`config.mk`:
```
export PLATFORM = sky130hd
export DESIGN_NAME = ysyx_25030093_mem_arbiter
export DESIGN_NICKNAME = d
export VERILOG_FILES = /design/src/rtl/ysyx_25030093_mem_arbiter.sv
export SDC_FILE = /design/constraint.sdc
export NUM_CORES = 1
export LEC_CHECK = 0
export BUFFER_PORTS_ARGS = -buffer_cell sky130_fd_sc_hd__buf_4
export CAP_MARGIN = 20
export CORE_AREA = 8 8 117 119
export DETAILED_ROUTE_END_ITERATION = 7
export DIE_AREA = 0 0 125 127
export PLACE_DENSITY = 0.84
export SYNTH_ARGS = -nofsm -noshare
export SYNTH_HDL_FRONTEND = slang
export SYNTH_SLANG_ARGS = --single-unit
export TNS_END_PERCENT = 50
```
`constraint.sdc`:
```
create_clock -name clk -period 1.34 [get_ports clk]
set_clock_uncertainty 0.2 [all_clocks]
set_input_delay 0.134 -clock clk [delete_from_list [all_inputs] [get_ports clk]]
set_output_delay 0.134 -clock clk [all_outputs]
set_load 0.02 [all_outputs]
```
`src/rtl/ysyx_25030093_mem_arbiter.sv`:
```
// Two-master (IFU = m0, LSU = m1) to one-slave memory arbiter with round-robin
// tie-break and a single outstanding transaction.
module ysyx_25030093_mem_arbiter #(
  parameter int ADDR_W = 32,
  parameter int DATA_W = 32
) (
  input  logic                clk,
  input  logic                rst,

  input  logic                m0_req_valid,
  output logic                m0_req_ready,
  input  logic [ADDR_W-1:0]   m0_addr,
  input  logic                m0_wen,
  input  logic [DATA_W-1:0]   m0_wdata,
  input  logic [DATA_W/8-1:0] m0_wmask,
  output logic                m0_resp_valid,
  input  logic                m0_resp_ready,
  output logic [DATA_W-1:0]   m0_rdata,
  output logic                m0_resp_err,

  input  logic                m1_req_valid,
  output logic                m1_req_ready,
  input  logic [ADDR_W-1:0]   m1_addr,
  input  logic                m1_wen,
  input  logic [DATA_W-1:0]   m1_wdata,
  input  logic [DATA_W/8-1:0] m1_wmask,
  output logic                m1_resp_valid,
  input  logic                m1_resp_ready,
  output logic [DATA_W-1:0]   m1_rdata,
  output logic                m1_resp_err,

  output logic                s_req_valid,
  input  logic                s_req_ready,
  output logic [ADDR_W-1:0]   s_addr,
  output logic                s_wen,
  output logic [DATA_W-1:0]   s_wdata,
  output logic [DATA_W/8-1:0] s_wmask,
  input  logic                s_resp_valid,
  output logic                s_resp_ready,
  input  logic [DATA_W-1:0]   s_rdata,
  input  logic                s_resp_err
);

  localparam logic [1:0] IDLE = 2'd0;
  localparam logic [1:0] SEND = 2'd1;
  localparam logic [1:0] RESP = 2'd2;

  logic [1:0]          state;
  logic                grant;
  logic                last_grant;
  logic [ADDR_W-1:0]   addr_q;
  logic                wen_q;
  logic [DATA_W-1:0]   wdata_q;
  logic [DATA_W/8-1:0] wmask_q;

  logic any_req;
  logic winner;
  logic accept;
  logic in_resp;
  logic sel_resp_ready;

  // On a tie the master that did not win last time gets the port.
  assign any_req = m0_req_valid | m1_req_valid;
  assign winner  = (m0_req_valid & m1_req_valid) ? ~last_grant : m1_req_valid;
  assign accept  = (state == IDLE) & any_req;

  assign m0_req_ready = accept & ~winner;
  assign m1_req_ready = accept & winner;

  always_ff @(posedge clk) begin
    if (rst) begin
      state      <= IDLE;
      grant      <= 1'b0;
      last_grant <= 1'b1;
      addr_q     <= '0;
      wen_q      <= 1'b0;
      wdata_q    <= '0;
      wmask_q    <= '0;
    end else begin
      case (state)
        IDLE: begin
          if (any_req) begin
            grant      <= winner;
            last_grant <= winner;
            addr_q     <= winner ? m1_addr  : m0_addr;
            wen_q      <= winner ? m1_wen   : m0_wen;
            wdata_q    <= winner ? m1_wdata : m0_wdata;
            wmask_q    <= winner ? m1_wmask : m0_wmask;
            state      <= SEND;
          end
        end
        SEND: begin
          if (s_req_ready) state <= RESP;
        end
        RESP: begin
          if (s_resp_valid && s_resp_ready) state <= IDLE;
        end
        default: state <= IDLE;
      endcase
    end
  end

  assign s_req_valid = (state == SEND);
  assign s_addr      = addr_q;
  assign s_wen       = wen_q;
  assign s_wdata     = wdata_q;
  assign s_wmask     = wmask_q;

  // Response path is a passthrough steered to the granted master only.
  assign in_resp        = (state == RESP);
  assign sel_resp_ready = grant ? m1_resp_ready : m0_resp_ready;
  assign s_resp_ready   = in_resp & sel_resp_ready;

  assign m0_resp_valid = in_resp & ~grant & s_resp_valid;
  assign m0_rdata      = (in_resp & ~grant) ? s_rdata : '0;
  assign m0_resp_err   = in_resp & ~grant & s_resp_err;

  assign m1_resp_valid = in_resp & grant & s_resp_valid;
  assign m1_rdata      = (in_resp & grant) ? s_rdata : '0;
  assign m1_resp_err   = in_resp & grant & s_resp_err;

endmodule

```
[After elaboration in Yosys (flattened, before gate mapping)]
Cells that the tools add are included.
Operators by class
  bitwise operators: 15
  reductions and logical operators: 4
  order comparisons: 0
  muxes and demuxes: 12
  $mul: 0
  add/sub/neg operators: 0
  div/mod/pow operators: 0
  equality and inequality tests: 5
  shift operators: 0
Operators with widths (count)
  $mux W32: 4
  $and A1 B1 Y1: 11
  $mux W2: 3
  $pmux W2 S3: 1
  $mux W4: 1
  $ne A2 B1 Y1 const B: 2
  $mux W1: 3
  $not A1 Y1: 3
  $reduce_and A3 Y1: 1
  $eq A2 B1 Y1 const B: 1
  $eq A2 B2 Y1 const B: 1
  $logic_not A2 Y1: 1
  $ne A2 B2 Y1 const B: 1
  $reduce_and A2 Y1: 1
  $logic_and A1 B1 Y1: 1
  $or A1 B1 Y1: 1
Word-level totals
  bits in writable memories: 0
  memories: 0
  output and inout bits: 141
  flip-flop bits (word level): 73
  latch bits: 0
  logic and storage cells: 43
  memory bits (read-only): 0
  bits of input ports: 179

[Logic depth before layout (Yosys ltp)]
Gate-level depths: netlist of run 1.
  depth in word-level cells: 5
  mapped depth: 5
  mapped depth without buffers: 4

[Worst setup path after synthesis of run 1]
OpenSTA, ideal clock, no wires.
  path kind: reg-to-output
  start point: register state[1]
  end point: output port m1_rdata[0]
  buffers on the path: 1
  stages on the path, launching flop included: 5
  slack: -191 ps
  required time: 1006 ps
  arrival: 1197 ps
  cells stage by stage: dfxtp_1 nand2b_1 nor2_1 clkbuf_2 and2_1
On the way
  longest elaborated chain between the ends: 3
Ends and longest elaborated chain
  start: declaration: line 48  | logic [1:0] state;
  start signal: assignment: line 72  | state <= IDLE;
  start signal: assignment: line 89  | state <= SEND;
  start signal: assignment: line 93  | if (s_req_ready) state <= RESP;
  $eq A2 B2 Y1: line 110  | assign in_resp = (state == RESP);
  $and A1 B1 Y1: line 119  | assign m1_rdata = (in_resp & grant) ? s_rdata : '0;
  $mux W32: line 119
  end: declaration: line 29  | output logic [DATA_W-1:0] m1_rdata,
No other way between the ends.

[Worst setup path in the final report of run 1]
  start point: register state[0]
  end point: output port m1_rdata[8]
Same word-level chain as after synthesis.

==> results of run 1 <==
## cells by family (layout without fill, tap and decap cells)
group                  after synthesis  after routing  synth area share, %
AOI/OAI and AO/OA                  146            146                 21.9
buffers and inverters               61            526                 7.60
DFF                                 73             73                 38.6
other                                0             10                    0
muxes                                1              1                0.264
and+or+nand+nor                    220            220                 31.6
## cell usage in the layout, fill, tap and decap left out, drive strengths merged, types with 2 or more instances in the layout
cell type,netlist,routed
buf,24,365
dlygate4sd3,0,141
nand3,138,138
dfxtp,73,73
o21ai,71,71
a31oi,69,69
and2,66,66
clkbuf,34,14
diode,0,10
nor2,5,5
inv,3,3
a21oi,3,3
nand2b,3,3
nor3,2,2
bufinv,0,2
nand2,2,2
## power by group through the flow
stage | Sequential [µW] | Combinational, µW | Clock [µW]
detailed placement | 2550 | 2380 | 0
global route | 2530 | 3280 | 2680
finish | 2510 | 3140 | 2550
floorplan | 2780 | 920 | 0
CTS | 2500 | 2940 | 2560
global placement | 2540 | 2350 | 0
## layer usage
metal  vias to the layer above  routed length (µm)  global-route usage [%]
met5                         -                   0                       0
met4                         0                1730                    20.1
met3                       120                2250                    8.28
met2                       483               12500                    50.9
met1                      2872                8330                    28.2
li1                       2749                   -                       -
## critical path: cells and delay by family, from the launching register on
family	cells	cell delay [ps]
buf+inv	2	310
flops	1	350
simple gates	3	450
## synth_stat cells
library cell  count
nand3_1         138
dfxtp_1          73
a31oi_1          69
and2_1           66
o21ai_0          55
clkbuf_1         22
buf_2            20
o21ai_1          16
clkbuf_2         12
nor2_1            4
a21oi_1           3
inv_1             3
nand2b_1          3
buf_6             2
nand2_1           2
nor3_1            2
a211o_1           1
a21boi_2          1
and3_1            1
buf_1             1
buf_4             1
mux2i_1           1
nor2_2            1
nor2b_1           1
nor3b_4           1
o21bai_1          1
or2_1             1
## how the worst max path moves through the flow
stage / cells past startpoint / from / slack (ps) / endpoint
floorplan: 5 / state[1]$_SDFFE_PP0P_ / -20 / s_wdata[24]$_SDFFE_PP0P_
global placement: 4 / state[1]$_SDFFE_PP0P_ / -130 / s_addr[2]$_SDFFE_PP0P_
detailed placement: 4 / state[1]$_SDFFE_PP0P_ / -140 / s_addr[27]$_SDFFE_PP0P_
CTS: 6 / state[0]$_SDFFE_PP0P_ / -490 / m0_rdata[21]
global route: 5 / state[0]$_SDFFE_PP0P_ / -490 / m0_rdata[5]
finish: 5 / state[0]$_SDFFE_PP0P_ / -440 / m1_rdata[8]
## area by class of cell
class / count / area share [%]
Timing Repair Buffer: 507 / 52.2
Multi-Input combinational cell: 367 / 25.9
Sequential cell: 73 / 16.1
Clock buffer: 13 / 2.63
Tap cell: 147 / 2.02
Clock inverter: 3 / 0.713
Antenna cell: 10 / 0.274
Inverter: 3 / 0.123
## metrics by stage
step	instances	hold WS, ps	area, µm²	util (%)	worst slack, ps
after floorplan	501	59.7	3980	-	-15.6
after global placement	943	191	6720	56.9	-126
after detailed placement	943	194	6720	56.9	-143
after CTS	1113	59.0	8810	74.6	-488
after global routing	1121	81.4	9120	77.2	-491
final	1123	69.4	9120	77.2	-442
## state kept, by name (all words and copies together), names as in the netlist
| register | cells |
|---|---|
| s_addr | 32 |
| s_wdata | 32 |
| s_wmask | 4 |
| state | 2 |
| grant | 1 |
| last_grant | 1 |
| s_wen | 1 |
## what timing repair did
item / CTS / global route
buffers inserted: 9 / 2
resized for setup: 52 / 71
hold buffers: 141 / 0
setup endpoints to repair: 144 / 145
endpoints found under the hold margin: 72 / 0
gates cloned: 4 / 1
pin swaps: 19 / 42
==> flow_metrics.tcl, run 1 <==
set metrics [dict create \
    status "complete, but fails checks" \
    violations "setup timing" \
    timing.fmax_mhz 561 \
    numCtsBuffers 9 \
    p_switching_uw 2560 \
    synth.area.top_cells "dfxtp_1 39%, nand3_1 18%, a31oi_1 11%, and2_1 11%, o21ai_0 7.3%" \
    r2r_end "s_addr[3]$_SDFFE_PP0P_" \
    synth_area_mm2 0.00379 \
    cp-start-kind "flop" \
    num_io_pins 320 \
    globalplace.congestion 0.829 \
    grt_overflow_total 0 \
    via_count 6224 \
    worstPathArrival_ps 1450 \
    final.min_clock_period_ps 1780 \
    hold_depth 5 \
    drt-initial-drc-count 451 \
    die_w_um 125 \
    tns_ps -51090 \
    tightest_slew_ps 274 \
    grt_pass1_vias 6525 \
    cts_tree "built" \
    yosysTopAreaCellShare_pct 38.6 \
    antenna_left 0 \
    p_seq_share_pct 30.6 \
    reg2reg_slack_ps -390 \
    track_usage_pct 28.5 \
    cts_root_buf "clkbuf_16" \
    p_comb_share_pct 38.3 \
    rsz0062_at_grt "yes" \
    pwr-share-clk_pct 31.1 \
    postLayoutSetupSlackWorst_ps -442 \
    yosysSeqAreaShare_pct 38.6 \
    min_from "m0_req_valid" \
    cts_buffer_depth 2 \
    clock_latency_ps 330 \
    p_int_uw 5630 \
    synth_nets 680 \
    row_count 40 \
    endpoint_kind "output port" \
    rr_worst_depth 8 \
    wl_per_cell_um 22.1 \
    core-area_mm2 0.0118 \
    yosys.area.top_type "dfxtp_1" \
    worstPathCellList "nand2b_4 -> nor2_4 -> buf_12 -> and2_2 -> buf_4" \
    hold_class "input port to flop" \
    synth_cell_types 27 \
    hold_viol_final 0 \
    slew_viol_final 0 \
    clock-sinks 73 \
    nets 1140 \
    critical_path_required_ps 1010 \
    routed_via_density 5.54 \
    slew_headroom_pct 81.6 \
    dp_hpwl_um 14400 \
    fin_crit_sh_pct 133 \
    p_leak_uw 0.00400 \
    yosys_warnings 0 \
    h-tree-depth 3 \
    die-area_mm2 0.0159 \
    maxCapViolations 0 \
    setup_viol 144 \
    first_pass_iters 5 \
    path_clk_slew_ps 60 \
    register_area_mm2 0.00147 \
    synth_area_per_cell_um2 7.56 \
    vdd_ir_drop_max_v 0.000632 \
    critPathKind "flop to output port" \
    wirelength_um 24800 \
    swShare_pct 31.3 \
    drive_gt1_share_pct 49.1 \
    multiInputGateArea_mm2 0.00236 \
    remaining_drc_errors 0 \
    worstHoldEndpoint "grant$_SDFFE_PP0P_" \
    grt_max_degree 39 \
    start_util_pct 32.1 \
    netlist_instances 501 \
    n_fill_cell 751 \
    syn_to_final_growth_pct 141 \
    crit_path_max_fanout 33 \
    die_h_um 127 \
    power.density_mw_per_mm2 899 \
    cpPeakStageDelay_ps 350 \
    crit_path_top_delay_cell "dfxtp_4" \
    antenna_found_initial 8 \
    grt_first_pass_wirelength_um 36100 \
    ys_ff_latch 73 \
    rr_startpoint "state[0]$_SDFFE_PP0P_" \
    power.total_uw 8200 \
    portBuffers 319 \
]
Power figures use the tool's default switching activity.
==> run 2, diff against run 1 <==
--- a/config.mk
+++ b/config.mk
@@ -11,6 +11,7 @@
 export DETAILED_ROUTE_END_ITERATION = 7
 export DIE_AREA = 0 0 125 127
 export PLACE_DENSITY = 0.84
+export REMOVE_ABC_BUFFERS = 1
 export SYNTH_ARGS = -nofsm -noshare
 export SYNTH_HDL_FRONTEND = slang
 export SYNTH_SLANG_ARGS = --single-unit
==> flow_metrics.tcl, run 2 (synthesis results as in run 1) <==
set metrics [dict create \
    postLayoutSetupSlackWorst_ps -551 \
    holdBufCountCts 139 \
    clock-sinks 73 \
    setup_viol 145 \
    rr_startpoint "state[0]$_SDFFE_PP0P_" \
    cts_root_buf "clkbuf_16" \
    multiInputGateArea_mm2 0.00248 \
    globalRouteMet2Util_pct 49.1 \
    drt-initial-drc-count 764 \
    wirelength_um 28500 \
    routed_via_density 5.98 \
    layout_common_cells "269 x buf_4, 139 x dlygate4sd3_1, 130 x nand3_1" \
    met3_usage_pct 11.0 \
    status "complete, but fails checks" \
    hold_viol_final 0 \
    endpoint_kind "output port" \
    p_leak_uw 0.00404 \
    drive_gt1_share_pct 49.3 \
    cp-start-kind "flop" \
    core-area_mm2 0.0118 \
    die_w_um 125 \
    hold_ws_ps 33.2 \
    p_comb_share_pct 41.2 \
    cts_tree "built" \
    vdd_ir_drop_max_v 0.000599 \
    final.min_clock_period_ps 1890 \
    num_io_pins 320 \
    hold_class "input port to flop" \
    die_h_um 127 \
    syn_to_final_growth_pct 145 \
    rr_worst_depth 8 \
    grt_max_degree 40 \
    antenna_found_initial 9 \
    r2r_end "s_addr[22]$_SDFFE_PP0P_" \
    slew_headroom_pct 74.4 \
    remaining_drc_errors 1 \
    endpoint "m1_rdata[1]" \
    numCtsBuffers 9 \
    path_clk_slew_ps 60 \
    power.density_mw_per_mm2 863 \
    violations "DRC, setup timing" \
    worstPathArrival_ps 1560 \
    globalplace.congestion 0.880 \
    row_count 40 \
    antenna_left 0 \
    maxCapViolations 0 \
    swShare_pct 34.2 \
    tightest_slew_ps 385 \
    cts_buffer_depth 2 \
    start_util_pct 32.1 \
    layout_commonest_cell "buf_4" \
    crit_path_max_fanout 16 \
    clock_latency_ps 320 \
    p_seq_share_pct 31.5 \
    power.total_uw 8010 \
    portBuffers 319 \
    nets 1143 \
    wl_per_cell_um 25.3 \
    h-tree-depth 3 \
    grt_pass1_vias 6745 \
    grt_first_pass_wirelength_um 36500 \
    rsz0062_at_grt "yes" \
    pwr-share-clk_pct 27.3 \
    track_usage_pct 28.6 \
    first_pass_iters 8 \
    reg2reg_slack_ps -510 \
    register_area_mm2 0.00147 \
    timing.fmax_mhz 529 \
    via_count 6730 \
    dp_hpwl_um 14000 \
    p_switching_uw 2740 \
    die-area_mm2 0.0159 \
    critical_path_required_ps 1010 \
    fin_crit_sh_pct 141 \
    n_fill_cell 638 \
    grt_util_met1_pct 27.2 \
    grt_overflow_total 0 \
    critPathLaunch "state[0]$_SDFFE_PP0P_" \
    busiest_layer "met2" \
    critPathKind "flop to output port" \
    p_int_uw 5280 \
    slew_viol_final 0 \
]
==> run 2: changes by cell type in the layout (fill, tap and decap cells not counted), sizes merged <==
cell,before,now
clkbuf,14,22
buf,365,361
clkinv,1,4
bufinv,2,0
dlygate4sd3,141,139
==> run 2: cell type report <==
cell class,instances,share of cell area (%)
repair buffers,510,52.4
diodes,10,0.270
clock inverters,4,0.216
flip-flops and latches,73,15.8
clock buffers,12,2.55
well taps,147,1.98
multi-input cells,367,26.7
inverters,3,0.121
==> run 2: worst max-delay path: stages, from the launching register on <==
cell       delay (ps)
dfxtp_2           340
nand2b_4          180
nor2_4            180
clkbuf_16         210
and2_1            180
buf_6             140
==> run 2: through the flow <==
stage	TNS [ps]	utilization (%)	std cells	cell area [µm²]	setup slack [ps]
finish	-62810	78.6	1126	9290	-551
global route	-67930	78.6	1125	9280	-572
CTS	-48540	72.0	1103	8500	-428
detailed placement	-31500	55.2	939	6530	-289
global placement	-28080	55.2	939	6530	-245
floorplan	-124990	-	443	3510	-1270
==> run 2: power groups by stage <==
stage / Clock (µW) / Combinational, µW / Sequential [µW]
detailed placement: 0 / 2250 / 2540
floorplan: 0 / 679 / 2780
CTS: 2170 / 2710 / 2500
global route: 2310 / 3410 / 2550
global placement: 0 / 2230 / 2530
finish: 2180 / 3300 / 2530
==> run 2: what timing repair did <==
action	4_1_cts	5_1_grt
endpoints found under the hold margin	72	1
resized for setup	68	134
pin swaps	5	27
setup buffers	9	4
cloned	1	10
endpoints found under the setup margin	143	145
==> run 2: per-layer routing <==
metal / vias to the layer above / wire length (µm)
li1: 2763 / -
met1: 3104 / 9220
met2: 683 / 13700
met3: 180 / 3400
met4: 0 / 2200
met5: - / 0
==> run 2: worst min path at each step <==
stage / from / endpoint / slack, ps / cells after the start
after floorplan: rst / grant$_SDFFE_PP0P_ / 3 / 1
after global placement: s_req_ready / state[1]$_SDFFE_PP0P_ / 200 / 3
after detailed placement: s_req_ready / state[1]$_SDFFE_PP0P_ / 200 / 3
after CTS: m0_req_valid / grant$_SDFFE_PP0P_ / -70 / 4
after global routing: m0_req_valid / grant$_SDFFE_PP0P_ / 8 / 4
final: m0_req_valid / grant$_SDFFE_PP0P_ / 30 / 4
==> run 3, diff against run 2 <==
--- a/config.mk
+++ b/config.mk
@@ -10,7 +10,7 @@
 export CORE_AREA = 8 8 117 119
 export DETAILED_ROUTE_END_ITERATION = 7
 export DIE_AREA = 0 0 125 127
-export PLACE_DENSITY = 0.84
+export PLACE_DENSITY = 0.72
 export REMOVE_ABC_BUFFERS = 1
 export SYNTH_ARGS = -nofsm -noshare
 export SYNTH_HDL_FRONTEND = slang
==> flow_metrics.tcl, run 3 (synthesis results as in run 1) <==
set metrics [dict create \
    cts_root_buf "clkbuf_16" \
    rr_worst_depth 8 \
    slew_headroom_pct 77.6 \
    path_clk_slew_ps 60 \
    dpl_worst_slack_ps -271 \
    p_leak_uw 0.00407 \
    worstHoldEndpoint "state[1]$_SDFFE_PP0P_" \
    fin_crit_sh_pct 134 \
    fin_util_pct 78.7 \
    clock-sinks 73 \
    row_count 40 \
    postLayoutSetupSlackWorst_ps -455 \
    portBuffers 319 \
    setup_viol 144 \
    numCtsBuffers 9 \
    maxCapViolations 0 \
    layout_commonest_cell "buf_4" \
    cts_buffer_depth 2 \
    clock_latency_ps 330 \
    status "complete, but fails checks" \
    worstPathArrival_ps 1460 \
    antenna_left 0 \
    hold_ws_ps 45.9 \
    first_pass_iters 7 \
    reg2reg_slack_ps -440 \
    power.density_mw_per_mm2 900 \
    n_fill_cell 704 \
    grt_first_pass_wirelength_um 37000 \
    grt_pass1_vias 6642 \
    critical_path_required_ps 1010 \
    num_io_pins 320 \
    hold_class "input port to flop" \
    cts_tree "built" \
    track_usage_pct 29.2 \
    tns_ps -53540 \
    start_util_pct 32.1 \
    endpoint_kind "output port" \
    grt_max_degree 45 \
    vdd_ir_drop_max_v 0.000532 \
    drt-initial-drc-count 579 \
    die_h_um 127 \
    die-area_mm2 0.0159 \
    grt_overflow_total 0 \
    r2r_end "s_wmask[3]$_SDFFE_PP0P_" \
    via_count 6596 \
    cp-start-kind "flop" \
    tightest_slew_ps 332 \
    antenna_found_initial 11 \
    rsz0062_at_grt "yes" \
    syn_to_final_growth_pct 145 \
    rr_startpoint "state[0]$_SDFFE_PP0P_" \
    crit_path_max_fanout 16 \
    core-area_mm2 0.0118 \
    wirelength_um 28400 \
    routed_via_density 5.85 \
    dp_hpwl_um 15200 \
    critPathLaunch "state[0]$_SDFFE_PP0P_" \
    critPathKind "flop to output port" \
    globalplace.congestion 0.853 \
    final.min_clock_period_ps 1790 \
    layout_common_cells "269 x buf_4, 140 x dlygate4sd3_1, 117 x nand3_1" \
    power.total_uw 8360 \
    h-tree-depth 3 \
    timing.fmax_mhz 557 \
    hold_depth 4 \
    min_from "s_resp_valid" \
    remaining_drc_errors 0 \
    hold_viol_final 0 \
    nets 1145 \
    violations "setup timing" \
    die_w_um 125 \
    wl_per_cell_um 25.2 \
    slew_viol_final 0 \
    drive_gt1_share_pct 48.5 \
]
## run 3: changes by cell type in the layout (fill, tap and decap cells not counted), moves of 3 or more
cell / change
and2_1: +19
and2_4: -19
nand3_2: +14
nand3_1: -13
o21ai_0: +7
buf_6: +4
buf_12: -3
clkbuf_1: -3
o21ai_2: -3
o21ai_4: -3
## run 3: layout make-up
class / instances / area [µm²] / share of cell area (%)
multi-input combinational: 367 / 2430 / 26.1
clock buffer: 10 / 239 / 2.57
sequential: 73 / 1470 / 15.8
inverter: 3 / 11.3 / 0.121
timing repair buffer: 512 / 4860 / 52.3
antenna: 11 / 27.5 / 0.296
tap: 147 / 184 / 1.98
clock inverter: 5 / 78.8 / 0.848
## run 3: what timing repair did
item / in CTS / in global routing
gates cloned: 2 / 13
hold buffers: 140 / 0
setup buffers: 10 / 5
resized for setup: 63 / 121
pin swaps: 4 / 28
hold endpoints to repair: 72 / 0
setup endpoints to repair: 144 / 145
## run 3: stage by stage
stage / cells / instance area, µm²
5_1_grt: 1127 / 9290
6_report: 1128 / 9300
4_1_cts: 1103 / 8540
2_1_floorplan: 443 / 3510
3_3_place_gp: 936 / 6490
3_5_place_dp: 936 / 6490
## run 3: worst max path at each step
stage / to / depth (start not counted)
after floorplan: last_grant$_SDFFE_PP1P_ / 3
after global placement: s_wdata[12]$_SDFFE_PP0P_ / 5
after detailed placement: s_addr[29]$_SDFFE_PP0P_ / 5
after CTS: m1_rdata[11] / 6
after global routing: s_wmask[3]$_SDFFE_PP0P_ / 8
final: m0_rdata[18] / 5
## run 3: worst max-delay path, cell delays in order (launching register included)
cell and delay [ps]:
dfxtp_2 320, nand2b_4 160, nor2_4 160, clkbuf_16 190, and2_1 180, buf_6 130
## run 3: power breakdown
group | switching (µW) | internal, µW
clock | 935 | 1670
combinational | 1610 | 1620
sequential | 140 | 2390
total | 2680 | 5680
## run 3: metal layers
layer	track usage [%]	share of wire [%]	vias to the layer above	routed length (µm)
met3	8.78	10	192	2870
met5	0	0.035	-	10
met4	21.3	9.3	2	2660
li1	-	-	2761	-
met2	54.1	49	621	13900
met1	26.9	32	3020	9030
